<file path="src/rtl/udiv8_seq.sv">
//------------------------------------------------------------------------------
// Module   : udiv8_seq
// Brief    : Sequential unsigned restoring divider, one quotient bit per clock.
// Revision : 1.0
//------------------------------------------------------------------------------
`default_nettype none

module udiv8_seq #(
    parameter int WIDTH = 8
) (
    input  logic             CLK,
    input  logic             RESET,
    input  logic             START,
    input  logic [WIDTH-1:0] DIVIDEND,
    input  logic [WIDTH-1:0] DIVISOR,
    output logic             BUSY,
    output logic             VALID,
    output logic [WIDTH-1:0] QUOTIENT,
    output logic [WIDTH-1:0] REMAINDER,
    output logic             DIV_BY_ZERO
);

    localparam int c_CNT_W = $clog2(WIDTH + 1);
    localparam logic [c_CNT_W-1:0] c_LAST = c_CNT_W'(WIDTH - 1);

    localparam logic [1:0] c_IDLE = 2'd0;
    localparam logic [1:0] c_RUN  = 2'd1;
    localparam logic [1:0] c_DONE = 2'd2;

    logic [1:0]         r_state;
    logic [1:0]         w_next_state;
    logic [c_CNT_W-1:0] r_cnt;
    logic [WIDTH-1:0]   r_rem;
    logic [WIDTH-1:0]   r_dvd;
    logic [WIDTH-1:0]   r_dvs;
    logic [WIDTH-1:0]   r_quo;
    logic [WIDTH-1:0]   r_rmd;
    logic               r_dbz;
    logic               r_valid;

    logic               w_accept;
    logic               w_last;
    logic [WIDTH:0]     w_rp;
    logic [WIDTH+1:0]   w_sum;
    logic               w_carry;
    logic [WIDTH-1:0]   w_rem_nxt;
    logic [WIDTH-1:0]   w_dvd_nxt;
    logic               w_unused_sum_bit;

    assign w_accept = START && ((r_state == c_IDLE) || (r_state == c_DONE));
    assign w_last   = (r_state == c_RUN) && (r_cnt == c_LAST);

    // r' >= divisor is the carry-out of r' + ~{0,divisor} + 1 at WIDTH+1 bits.
    assign w_rp      = {r_rem, r_dvd[WIDTH-1]};
    assign w_sum     = {1'b0, w_rp} + {1'b0, ~{1'b0, r_dvs}} + {{(WIDTH+1){1'b0}}, 1'b1};
    assign w_carry   = w_sum[WIDTH+1];
    assign w_rem_nxt = w_carry ? w_sum[WIDTH-1:0] : w_rp[WIDTH-1:0];
    // Dividend bits shift out the top while quotient bits shift in below.
    assign w_dvd_nxt = {r_dvd[WIDTH-2:0], w_carry};
    assign w_unused_sum_bit = w_sum[WIDTH];

    always_ff @(posedge CLK) begin
        if (RESET) begin
            r_state <= c_IDLE;
        end else begin
            r_state <= w_next_state;
        end
    end

    always_comb begin
        w_next_state = r_state;
        case (r_state)
            c_IDLE: begin
                if (START) begin
                    w_next_state = (DIVISOR == '0) ? c_DONE : c_RUN;
                end
            end
            c_RUN: begin
                if (w_last) begin
                    w_next_state = c_DONE;
                end
            end
            c_DONE: begin
                if (START) begin
                    w_next_state = (DIVISOR == '0) ? c_DONE : c_RUN;
                end else begin
                    w_next_state = c_IDLE;
                end
            end
            default: w_next_state = c_IDLE;
        endcase
    end

    always_ff @(posedge CLK) begin
        if (RESET) begin
            r_cnt   <= '0;
            r_rem   <= '0;
            r_dvd   <= '0;
            r_dvs   <= '0;
            r_quo   <= '0;
            r_rmd   <= '0;
            r_dbz   <= 1'b0;
            r_valid <= 1'b0;
        end else begin
            r_valid <= 1'b0;
            if (w_accept) begin
                r_dvd <= DIVIDEND;
                r_dvs <= DIVISOR;
                r_rem <= '0;
                r_cnt <= '0;
                if (DIVISOR == '0) begin
                    r_quo   <= '1;
                    r_rmd   <= DIVIDEND;
                    r_dbz   <= 1'b1;
                    r_valid <= 1'b1;
                end
            end else if (r_state == c_RUN) begin
                r_rem <= w_rem_nxt;
                r_dvd <= w_dvd_nxt;
                r_cnt <= r_cnt + c_CNT_W'(1);
                if (w_last) begin
                    r_quo   <= w_dvd_nxt;
                    r_rmd   <= w_rem_nxt;
                    r_dbz   <= 1'b0;
                    r_valid <= 1'b1;
                end
            end
        end
    end

    assign BUSY        = (r_state == c_RUN);
    assign VALID       = r_valid;
    assign QUOTIENT    = r_quo;
    assign REMAINDER   = r_rmd;
    assign DIV_BY_ZERO = r_dbz;

endmodule

`default_nettype wire
</file>
<file path="config.mk">
export PLATFORM = sky130hd
export DESIGN_NAME = udiv8_seq
export DESIGN_NICKNAME = d
export VERILOG_FILES = /design/src/rtl/udiv8_seq.sv
export SDC_FILE = /design/constraint.sdc
export NUM_CORES = 1
export LEC_CHECK = 0
export ABC_AREA = 0
export BUFFER_PORTS_ARGS = -buffer_cell sky130_fd_sc_hd__buf_4
export CAP_MARGIN = 25
export CORE_MARGIN = 2
export CORE_UTILIZATION = 52
export CTS_BUF_LIST = sky130_fd_sc_hd__clkbuf_2
export DETAILED_ROUTE_END_ITERATION = 10
export PLACE_DENSITY = 0.77
export SLEW_MARGIN = 20
export SYNTH_ARGS = -nofsm -noshare
export SYNTH_HDL_FRONTEND = slang
export SYNTH_SLANG_ARGS = --single-unit
</file>
<file path="constraint.sdc">
create_clock -name CLK -period 2 [get_ports CLK]
set_clock_uncertainty 0.15 [all_clocks]
set_input_delay 0.4 -clock CLK [delete_from_list [all_inputs] [get_ports CLK]]
set_output_delay 0.4 -clock CLK [all_outputs]
set_load 0.02 [all_outputs]
</file>
# After elaboration in Yosys (flattened, before gate mapping)
# Index checks and enable logic that the tools add are counted.
# word_totals
register_bits	48
in_bits	19
# op_classes
add_sub_neg	3
eq_ne	6
muxes	24
bitwise	1
n_reduce_logical	10
# ops
operator	n
8-bit two-way mux	11
10-bit by 1-bit adder with 10-bit output (second input constant)	1
9-bit by 9-bit adder with 10-bit output	1
8-bit NOT with 9-bit output	1
8-bit zero test	1
1-bit two-way mux	8
2-bit two-way mux	4
2-bit one-hot mux with 3 select lines	1
4-bit by 1-bit adder with 4-bit output (second input constant)	1
4-bit by 3-bit equality test with 1-bit output (second input constant)	1
2-bit by 1-bit inequality test with 1-bit output (second input constant)	2
2-bit nonzero test	2
3-bit AND reduction	1
2-bit by 1-bit equality test with 1-bit output (second input constant)	1
2-bit equality test (second input constant)	1
1-bit logical AND	2
2-bit zero test	1
2-bit inequality test (second input constant)	1
2-bit AND reduction	1
2-bit OR reduction	1
1-bit logical OR	1

# Logic depth before layout (Yosys ltp)
# Gate-level depths: netlist of run 1.
# depth
depth_word	7
ltp_mapped	8
ltp_nobuf	8

# Worst setup path after synthesis of run 1
# Ideal clock, no wire load.
# synth_path
kind	register -> register
from	register r_dvs[6]
to	register r_rem[3]
t_arrival_ns	1.960
slack_ns	-0.195
path_stages_with_launch	9
path_buffers	1
path_cell_list	dfxtp_1 > inv_1 > ha_1 > a21o_1 > a221o_1 > or2_1 > buf_6 > mux2i_1 > a211oi_1
# synth_between
elab_chain_cells	4
# synth_rtl
item	line_no	source
from (decl)	35	logic [WIDTH-1:0] r_dvs;
from (signal assigned)	99	r_dvs <= '0;
from (signal assigned)	108	r_dvs <= DIVISOR;
8-bit NOT with 9-bit output	55	assign w_sum = {1'b0, w_rp} + {1'b0, ~{1'b0, r_dvs}} + {{(WIDTH+1){1'b0}}, 1'b1};
9-bit by 9-bit adder with 10-bit output	55	
10-bit by 1-bit adder with 10-bit output	55	
8-bit two-way mux	57	assign w_rem_nxt = w_carry ? w_sum[WIDTH-1:0] : w_rp[WIDTH-1:0];
to (signal assigned)	118	r_rem <= w_rem_nxt;
to (decl)	33	logic [WIDTH-1:0] r_rem;
# Every way passes these cells.
# A chain may end at the register's enable or synchronous reset.

# Worst setup path after layout of run 1
# layout_path
from	register r_rem[5]
to	register r_rem[0]
# layout_between
elab_chain_cells	3
# layout_rtl
item	line_no
9-bit by 9-bit adder with 10-bit output	55
10-bit by 1-bit adder with 10-bit output	55
8-bit two-way mux	57
# Every way passes these cells.

==> run summary, run 1 <==
Place
• placer congestion estimate: 0.939
• number of I/O port buffers: 37
• worst setup slack after placement: -0.171 ns
• detailed placer's ending HPWL: 4740 µm

Timing
• worst rel slew slack: 0.580
• fraction of the cycle the final worst path needs: 1.09
• number of setup violations in the final report: 13
• final hold violation count: 0
• Fmax achieved: 0.459 GHz
• pins over their slew limit: 0
• Final Worst Setup Slack: -0.180 ns
• Worst Max-Slew Pin Slew: 0.628 ns
• fin crit period: 2.18 ns
• unrepaired setup endpoints after global routing: true

Min path
• Endpoint, Worst Hold: r_dvd[4]
• critical hold path startpoint: RESET
• number of cells on the worst hold path: 2
• Hold Path Class: input pin to flip-flop

Clocking
• TritonCTS clock tree: built
• cell at the root of the clock tree: clkbuf_2
• clk buf depth: 2
• later-pin clock latency in the skew report: 0.43 ns
• TritonCTS Buffers: 5
• depth of the CTS H-tree: 2
• number of sinks on the clock net: 48
• clock-pin slew on the worst setup and hold paths: 0.24 ns

Worst setup path
• critical setup path kind: flip-flop to flip-flop
• r2r startpoint: r_rem[5]
• biggest cell delay along the critical path: 0.41 ns
• highest-delay cell along the critical path: dfxtp_4
• sort of element at the start of the critical path: flip-flop
• Crit Reg-Reg Endpoint: r_rem[0]
• crit path cell chain: ha_4 > a21o_1 > a221o_1 > or2_4 > buf_4 > o211ai_1 > a21oi_1
• CP endpoint kind: flip-flop
• highest fanout seen on the critical path: 5
• slack of the worst reg-to-reg path: -0.18 ns
• worst endpoint data arrival time: 2.35 ns
• number of cells on the worst reg-to-reg path: 7
• data required time of the critical path: 2.17 ns

Status
• status: finished, violations left
• failing checks: setup timing

Synth
• top_reg_cell synth: dfxtp_1
• cell taking the most area after synthesis: dfxtp_1
• number of register bits inferred by synthesis: 48
• synthesized area per cell: 8.22 µm²
• part of the Yosys area used for sequential elements: 0.415
• top cells by area, synth: dfxtp_1 (41%), a21oi_1 (7.1%), nand2_1 (6.8%)
• Yosys warnings: 0
• total standard cell area after synthesis: 2320 µm²
• share of async-settable or async-resettable flops after synthesis: 0
• area share of the largest cell type after synthesis: 0.415
• Mapped Cells: 282
• Post-synth EDFFs: 0
• total nets after synthesis: 311
• number of different library cells in the post-synthesis netlist: 50

Detailed routing
• via count normalized by instance count: 6.00
• post-route ant nets: 0
• count of routing violations after the opening detailed-route iteration: 205
• routed len/inst: 16.1 µm
• via count of the routed design: 2,466
• Pre-antenna DRT Iters: 7
• wire length after detailed routing: 6630 µm
• DRC errors left: 0

Die
• number of standard-cell rows in the floorplan: 24
• y dimension of the die: 70.8 µm
• initial core utilization: 0.536
• Ports: 38
• DIE AREA: 5010 µm²
• horizontal extent of the die: 70.8 µm
• placeable core area: 4320 µm²

Cells and area
• antenna fix cells: 0
• commonest non-fill, non-tap cell in the layout: buf_4
• Total Nets Final: 387
• commonest non-fill, non-tap cells in the layout: buf_4 (80), nand2_1 (40), dfxtp_1 (34), a21oi_1 (32), nor2_1 (23)
• number of inserted filler cells in the final layout: 328
• fraction of final layout cells with drive strength greater than 1: 0.390
• synthesis-to-layout area growth: 38.6%
• Finished Core Util: 0.743

Global route
• first-pass GRT wire length: 10,700 µm
• pin count of the biggest net entering global routing: 27
• GR Util All Layers: 0.270
• antenna violations before repair: 0
• Congestion Overflow GR: 0
• via count of the first global-routing pass: 2,344

Power
• Static Leakage: 1.33 nW
• Pwr per Cell Area: 731 nW/µm²
• worst vdd ir: 0.515 mV

Job
• max-cap violation count: 0

-- worst max path at each step --
stage | from | to | cells past startpoint
2_1_floorplan | r_rem[3] | r_rem[3] | 7
3_3_place_gp | r_rem[4] | r_rem[6] | 7
4_1_cts | r_dvs[5] | REMAINDER[6] | 8
3_5_place_dp | r_dvs[4] | REMAINDER[6] | 8
5_1_grt | r_dvs[4] | r_rem[0] | 8
6_report | r_rem[5] | r_rem[0] | 7
-- where the power goes --
part / internal [mW] / switching (mW)
clock network: 0.215 / 0.314
registers: 0.999 / 0.0331
logic: 0.383 / 0.405
total: 1.60 / 0.752
-- worst max-delay path: cells and delay by family (launching register included) --
family / cells / cell delay [ns]
AND/OR/NAND/NOR: 1 / 0.30
AO/OA/AOI/OAI: 4 / 0.80
buffers and inverters: 1 / 0.15
flip-flops: 1 / 0.41
adder cells (fa/ha/maj): 1 / 0.25
-- registers in the layout, summed over array words and instances (netlist names) --
signal and flops:
QUOTIENT 8, REMAINDER 8, r_dvd 8, r_dvs 8
r_rem 8, r_cnt 4, r_state 2, DIV_BY_ZERO 1
VALID 1
-- area by class of cell --
type                    count  area (µm²)  area share
multi-input cells         209        1420       0.441
repair buffers             83         643       0.200
inverters                  11        41.3      0.0129
flip-flops and latches     48         981       0.305
clock buffers               6        30.0     0.00935
clock inverters             2        35.0      0.0109
well taps                  52        65.1      0.0203
-- synth_stat cells, drive strengths merged (4+ instances only) --
| library cell | count |
|---|---|
| o221ai | 6 |
| ha | 9 |
| inv | 10 |
| o21ai | 12 |
| buf | 4 |
| nor3 | 15 |
| dfxtp | 48 |
| a31oi | 5 |
| o31ai | 4 |
| clkbuf | 10 |
| a22oi | 6 |
| a211oi | 4 |
| nand2 | 42 |
| a21oi | 34 |
| or3 | 4 |
| nand3 | 4 |
| nor2 | 24 |
-- kinds of logic (layout without fill, tap and decap cells) --
group	after synthesis	after routing	share of synthesized area
AO/OA/AOI/OAI	85	85	0.243
multiplexers	2	2	0.00864
XOR/XNOR	4	4	0.0151
buffers and inverters	25	102	0.0448
flip-flops	48	48	0.415
adder cells (fa/ha/maj)	10	10	0.0572
AND/OR/NAND/NOR	108	108	0.217
-- routing by layer --
| layer | vias up | routed length [µm] | track usage |
|---|---|---|---|
| met5 | - | 0 | 0 |
| met3 | 25 | 395 | 0.0442 |
| met2 | 115 | 3200 | 0.439 |
| met1 | 1158 | 2850 | 0.350 |
| met4 | 0 | 185 | 0.128 |
| li1 | 1168 | - | - |
-- what timing repair did --
action                     CTS  global route
pin swaps                    7            10
resized for setup           14            26
buffers inserted             1             5
hold buffers                 0             0
setup endpoints to repair   16            18
-- through the flow --
| step | TNS, ns | std cells | area (µm²) | hold WS [ns] | power [mW] |
|---|---|---|---|---|---|
| 4_1_cts | -0.840 | 406 | 3100 | 0.0159 | 2.24 |
| 3_5_place_dp | -1.45 | 397 | 3000 | 0.300 | 1.69 |
| 5_1_grt | -2.03 | 411 | 3210 | 0.0127 | 2.44 |
| 6_report | -1.11 | 411 | 3210 | 0.0147 | 2.35 |
| 3_3_place_gp | -0.939 | 397 | 3000 | 0.293 | 1.68 |
| 2_1_floorplan | -0.236 | 282 | 2410 | 0.286 | 1.45 |
No activity file was read; power rests on OpenSTA's default activity.
==> run 2: changes to the inputs <==
--- a/config.mk
+++ b/config.mk
@@ -8,7 +8,6 @@
 export ABC_AREA = 0
 export BUFFER_PORTS_ARGS = -buffer_cell sky130_fd_sc_hd__buf_4
 export CAP_MARGIN = 25
-export CORE_MARGIN = 2
 export CORE_UTILIZATION = 52
 export CTS_BUF_LIST = sky130_fd_sc_hd__clkbuf_2
 export DETAILED_ROUTE_END_ITERATION = 10
==> run 2 against run 1 <==
The flow still finishes with violations (setup timing). Via count grew 4.4%. Sequential power hardly changed. First-iteration DRC count shrank 15%. Sequential cell count did not move. Register-to-register slack lost 0.096 ns. Hold slack improved by 0.022 ns. Cell count is 2.7% higher. Utilization up 7.2 points. Combinational power grew 22%. Clock power is 2% higher. Critical endpoint is now r_rem[7]. Highest routed layer unchanged.
==> run summary, run 2 (synthesis gave the netlist of run 1 again) <==
Clocking
• later-pin clock latency in the skew report: 0.43 ns, about the same
• number of buffers added to fix hold violations after cts: 0, unchanged
• cell at the root of the clock tree: clkbuf_2
• depth of the CTS H-tree: 2, unchanged
• number of sinks on the clock net: 48, unchanged
• clk buf depth: 2, unchanged
• TritonCTS clock tree: built
• clock-pin slew on the worst setup and hold paths: 0.24 ns, about the same
• TritonCTS Buffers: 5, unchanged

Detailed routing
• via count normalized by instance count: 6.10, +1.7%
• wire length after detailed routing: 7470 µm, +13%
• routed len/inst: 17.7 µm, +9.8%
• post-route ant nets: 0, unchanged
• DRC errors left: 0, unchanged
• via count of the routed design: 2,575, +4.4%
• count of routing violations after the opening detailed-route iteration: 174, -15%
• Pre-antenna DRT Iters: 5, -2

Worst setup path
• highest-delay cell along the critical path: or3_4
• CP Launch Point: r_dvs[6]
• CP Capture Point: r_rem[7]
• crit path cell chain: inv_2 > ha_4 > a21o_1 > buf_4 > buf_6 > or3_4 > or3_4 > nand3_4 > o31ai_1
• worst endpoint data arrival time: 2.46 ns, +0.11 ns
• biggest cell delay along the critical path: 0.40 ns, about the same
• CP endpoint kind: flip-flop
• sort of element at the start of the critical path: flip-flop
• data required time of the critical path: 2.19 ns, +0.02 ns
• number of cells on the worst reg-to-reg path: 9, +2
• cell repeated most along the worst path: or3_4
• Crit Reg-Reg Endpoint: r_rem[7]
• highest fanout seen on the critical path: 4, -1
• r2r startpoint: r_dvs[6]
• slack of the worst reg-to-reg path: -0.28 ns, -0.10 ns
• critical setup path kind: flip-flop to flip-flop

Global route
• antenna violations before repair: 0, unchanged
• Congestion Overflow GR: 0, unchanged
• via count of the first global-routing pass: 2,343, -0.043%
• first-pass GRT wire length: 11,200 µm, +4.1%
• pin count of the biggest net entering global routing: 21, -22%
• GR Util All Layers: 0.324, +0.0542

Place
• detailed placer's ending HPWL: 4830 µm, +1.9%
• number of I/O port buffers: 37, unchanged
• placer congestion estimate: 0.908, -3.3%

Cells and area
• synthesis-to-layout area growth: 45.7%
• number of inserted filler cells in the final layout: 263, -20%
• commonest non-fill, non-tap cells in the layout: buf_4 (90), nand2_1 (39), dfxtp_1 (34), a21oi_1 (28), nor2_1 (23)
• fraction of final layout cells with drive strength greater than 1: 0.438, +0.0482
• Total Nets Final: 400, +3.4%
• commonest non-fill, non-tap cell in the layout: buf_4
• antenna fix cells: 0, unchanged

Timing
• Final Worst Setup Slack: -0.275 ns, -0.0956 ns
• fraction of the cycle the final worst path needs: 1.14, +0.0478
• final-layout setup total negative slack: -3.32 ns, -2.21 ns
• worst rel slew slack: 0.561, -0.0185
• final hold violation count: 0, unchanged
• fin crit period: 2.28 ns, +0.0956 ns
• pins over their slew limit: 0, unchanged
• Worst Max-Slew Pin Slew: 0.656 ns, +0.0277 ns
• unrepaired setup endpoints after global routing: true
• Fmax achieved: 0.440 GHz, -4.2%
• number of setup violations in the final report: 18, +5

Power
• Static Leakage: 1.41 nW, +6.3%
• Pwr per Cell Area: 750 nW/µm², +2.6%
• power after layout: 2.53 mW, +7.8%
• worst vdd ir: 0.449 mV, -13%

Min path
• critical hold path startpoint: DIVISOR[7]
• Hold Path Class: input pin to flip-flop

Die
• y dimension of the die: 68.8 µm, -2.8%
• DIE AREA: 4730 µm², -5.6%
• Ports: 38, unchanged
• number of standard-cell rows in the floorplan: 23, -4.2%
• placeable core area: 4140 µm², -4.2%
• horizontal extent of the die: 68.8 µm, -2.8%
• initial core utilization: 0.559, +0.0233

Status
• status: finished, violations left
• failing checks: setup timing

Job
• max-cap violation count: 0, unchanged

-- run 2: changes by cell type in the layout (fill, tap and decap cells not counted), moves of 3 or more --
cell     delta
o21ai_1     -3
a21oi_1     -4
buf_4      +10
buf_6       +4
a21oi_2     +4
-- run 2: worst min-delay path by stage --
stage / to / slack [ns] / cells past startpoint
final: r_dvs[7] / 0.04 / 3
after global routing: r_dvs[7] / 0.04 / 3
after CTS: r_dvs[7] / 0.04 / 3
after detailed placement: r_dvs[5] / 0.30 / 2
after global placement: r_dvs[7] / 0.29 / 2
after floorplan: r_dvs[2] / 0.29 / 2
-- run 2: what timing repair did --
item / in CTS / in global routing
setup endpoints to repair: 18 / 19
resized for setup: 40 / 16
buffers inserted: 11 / 3
pin swaps: 12 / 10
-- run 2: per-layer routing --
layer	track usage	up-vias	routed length, µm
li1	-	1198	-
met5	0	-	0
met3	0.0625	21	608
met4	0.120	0	194
met2	0.527	144	3440
met1	0.424	1212	3230
-- run 2: layout make-up --
class | count | area (µm²) | area share
Clock buffer | 6 | 30.0 | 0.00890
Clock inverter | 2 | 35.0 | 0.0104
Inverter | 11 | 41.3 | 0.0122
Multi-Input combinational cell | 209 | 1490 | 0.440
Sequential cell | 48 | 978 | 0.290
Tap cell | 50 | 62.6 | 0.0185
Timing Repair Buffer | 96 | 743 | 0.220
-- run 2: where the power goes --
part / internal, mW / switching (mW) / total, mW / leakage [nW]
logic: 0.483 / 0.479 / 0.962 / 0.973
registers: 1.00 / 0.0336 / 1.03 / 0.396
clock network: 0.215 / 0.323 / 0.538 / 0.0430
-- run 2: metrics by stage --
| step | std cells | hold slack [ns] | setup WS [ns] | cell area (µm²) | utilization |
|---|---|---|---|---|---|
| 2_1_floorplan | 282 | 0.286 | -0.0546 | 2410 | - |
| 3_3_place_gp | 400 | 0.294 | -0.196 | 3030 | 0.730 |
| 3_5_place_dp | 400 | 0.298 | -0.280 | 3030 | 0.730 |
| 4_1_cts | 419 | 0.0352 | -0.172 | 3290 | 0.795 |
| 5_1_grt | 422 | 0.0369 | -0.334 | 3380 | 0.815 |
| 6_report | 422 | 0.0364 | -0.275 | 3380 | 0.815 |
-- run 2: worst max-delay path, delay by kind of cell, from the launching register on --
kind	cells	cell delay [ns]
simple gates	3	0.83
fa+ha+maj	1	0.25
buf+inv	3	0.29
compound gates	2	0.28
flops	1	0.39
==> run 3: changes to the inputs <==
--- a/config.mk
+++ b/config.mk
@@ -8,10 +8,10 @@
 export ABC_AREA = 0
 export BUFFER_PORTS_ARGS = -buffer_cell sky130_fd_sc_hd__buf_4
 export CAP_MARGIN = 25
-export CORE_UTILIZATION = 52
-export CTS_BUF_LIST = sky130_fd_sc_hd__clkbuf_2
+export CORE_UTILIZATION = 50
+export CTS_BUF_LIST = sky130_fd_sc_hd__clkbuf_4
 export DETAILED_ROUTE_END_ITERATION = 10
-export PLACE_DENSITY = 0.77
+export PLACE_DENSITY = 0.75
 export SLEW_MARGIN = 20
 export SYNTH_ARGS = -nofsm -noshare
 export SYNTH_HDL_FRONTEND = slang
==> run 3 against run 2 <==
The flow still finishes with violations (setup timing). Fmax up 5.9%. Clock power shrank 15%. Register-to-register slack better by 0.13 ns. First-iteration DRC count grew 45%. Sequential share of layout area increased by 1.0 points. Global-route usage fell by 4.1 points. Cell count decreased by 1.9%. Largest power group unchanged. Sequential cell count unchanged. Utilization fell by 7.5 points. Critical endpoint is now r_rem[2]. Power decreased by 7.4%. Combinational power decreased by 11%. Critical path type unchanged. Highest routed layer unchanged. Non-clock buffer count down 10.
==> run summary, run 3 (synthesis gave the netlist of run 1 again) <==
Global route
• GR Util All Layers: 0.282, -0.0414
• first-pass GRT wire length: 10,900 µm, -2.6%
• Congestion Overflow GR: 0, unchanged
• via count of the first global-routing pass: 2,335, -0.34%
• global routing met1 resource utilization: 0.383, -0.0405
• busiest metal layer after global routing: met2
• met3 GRT Util: 0.0375, -0.0250
• pin count of the biggest net entering global routing: 27, +29%
• antenna violations before repair: 0, unchanged
• GRT met2 Usage: 0.460, -0.0665

Worst setup path
• worst endpoint data arrival time: 2.26 ns, -0.20 ns
• critical setup path kind: flip-flop to flip-flop
• sort of element at the start of the critical path: flip-flop
• biggest cell delay along the critical path: 0.39 ns, about the same
• crit path cell chain: inv_2 > ha_4 > a21oi_4 > a2111oi_4 > buf_4 > buf_6 > o22ai_1 > o21ai_1 > a211oi_1
• highest fanout seen on the critical path: 4, unchanged
• highest-delay cell along the critical path: dfxtp_4
• CP endpoint kind: flip-flop
• data required time of the critical path: 2.11 ns, -0.08 ns

Timing
• Worst Max-Slew Pin Slew: 0.619 ns, -0.0365 ns
• final-layout setup total negative slack: -1.09 ns, +2.23 ns
• fin crit period: 2.15 ns, -0.126 ns
• unrepaired setup endpoints after global routing: true
• Final Worst Setup Slack: -0.149 ns, +0.126 ns
• pins over their slew limit: 0, unchanged
• final hold violation count: 0, unchanged
• Hold Worst Slack: 0.122 ns, +0.0852 ns
• number of setup violations in the final report: 16, -2
• worst rel slew slack: 0.586, +0.0244
• Fmax achieved: 0.465 GHz, +5.9%
• fraction of the cycle the final worst path needs: 1.07, -0.0629

Die
• DIE AREA: 4910 µm², +3.9%
• y dimension of the die: 70.1 µm, +1.9%
• initial core utilization: 0.525, -0.0342
• horizontal extent of the die: 70.1 µm, +1.9%
• placeable core area: 4410 µm², +6.5%
• number of standard-cell rows in the floorplan: 24, +4.3%
• Ports: 38, unchanged

Clocking
• clk buf depth: 2, unchanged
• clock-pin slew on the worst setup and hold paths: 0.14 ns, -0.10 ns
• later-pin clock latency in the skew report: 0.38 ns, -0.05 ns
• cell at the root of the clock tree: clkbuf_4
• TritonCTS Buffers: 5, unchanged
• number of sinks on the clock net: 48, unchanged
• TritonCTS clock tree: built
• depth of the CTS H-tree: 2, unchanged

Cells and area
• Total Nets Final: 390, -2.5%
• post-route design area: 3270 µm², -3.3%
• commonest non-fill, non-tap cells in the layout: buf_4 (82), nand2_1 (40), dfxtp_1 (35), a21oi_1 (29), nor2_1 (23)
• commonest non-fill, non-tap cell in the layout: buf_4
• synthesis-to-layout area growth: 40.9%
• Sequential Area: 980 µm², +0.13%
• total area of multi-input combinational cells: 1460 µm², -1.6%
• antenna fix cells: 0, unchanged
• fraction of final layout cells with drive strength greater than 1: 0.395, -0.0431
• number of inserted filler cells in the final layout: 320, +22%

Min path
• Hold Path Class: input pin to flip-flop

Place
• placer congestion estimate: 0.928, +2.2%
• number of I/O port buffers: 37, unchanged
• instance area at placement: 3040 µm², +0.33%
• detailed placer's ending HPWL: 4860 µm, +0.56%
• worst setup slack after placement: -0.239 ns, +0.0404 ns

Detailed routing
• DRC errors left: 0, unchanged
• count of routing violations after the opening detailed-route iteration: 252, +45%
• Pre-antenna DRT Iters: 4, -1
• via count normalized by instance count: 5.92, -3.0%
• wire length after detailed routing: 6800 µm, -8.9%
• routed len/inst: 16.4 µm, -7.2%
• post-route ant nets: 0, unchanged
• via count of the routed design: 2,451, -4.8%

Power
• power after layout: 2.35 mW, -7.4%
• Static Leakage: 1.34 nW, -4.9%
• Pwr per Cell Area: 718 nW/µm², -4.3%
• worst vdd ir: 0.413 mV, -8.0%

Job
• max-cap violation count: 0, unchanged

Status
• status: finished, violations left
• failing checks: setup timing

==> run 3: path summary, 6_finish.rpt <==
kind	start	end	slack [ns]	cells past startpoint
worst max-delay path	r_dvs[2]	r_rem[2]	-0.15	9
worst min-delay path	DIVISOR[6]	r_dvs[6]	0.12	3
worst min register to register	r_dvs[6]	r_dvs[6]	0.32	2
worst max register to register	r_dvs[2]	r_rem[2]	-0.15	9
==> run 3: what timing repair did <==
item                                    4_1_cts  5_1_grt
setup buffers                                 3        1
cloned                                        0        0
endpoints found under the setup margin       18       18
hold buffers                                  0        0
pin swaps                                    20        7
resized for setup                            35       11
==> run 3: worst max-delay path, delay by kind of cell (launching register included) <==
family                   cells  cell delay, ns
buffers and inverters        3            0.38
flip-flops                   1            0.39
adder cells (fa/ha/maj)      1            0.29
AO/OA/AOI/OAI                5            0.81
==> run 3: metrics by stage <==
| step | util | instances |
|---|---|---|
| 5_1_grt | 0.740 | 414 |
| 4_1_cts | 0.729 | 414 |
| 6_report | 0.740 | 414 |
| 3_5_place_dp | 0.688 | 403 |
| 2_1_floorplan | - | 282 |
| 3_3_place_gp | 0.688 | 403 |
==> run 3: area by class of cell <==
class                   instances  area share
multi-input cells             209       0.448
flip-flops and latches         48       0.300
repair buffers                 86       0.202
well taps                      52      0.0199
inverters                      11      0.0130
clock buffers                   5      0.0115
clock inverters                 3     0.00575
==> run 3: power by group <==
| part | switching [mW] | internal (mW) | total [mW] |
|---|---|---|---|
| Sequential | 0.0334 | 0.996 | 1.03 |
| Clock | 0.326 | 0.133 | 0.459 |
| Combinational | 0.436 | 0.420 | 0.857 |
| Total | 0.796 | 1.55 | 2.35 |
==> run 3: metal layers <==
| metal | wire, µm | vias up | share of wire |
|---|---|---|---|
| li1 | - | 1182 | - |
| met1 | 2990 | 1160 | 0.44 |
| met2 | 3270 | 90 | 0.48 |
| met3 | 386 | 19 | 0.057 |
| met4 | 154 | 0 | 0.023 |
| met5 | 0 | - | 0 |
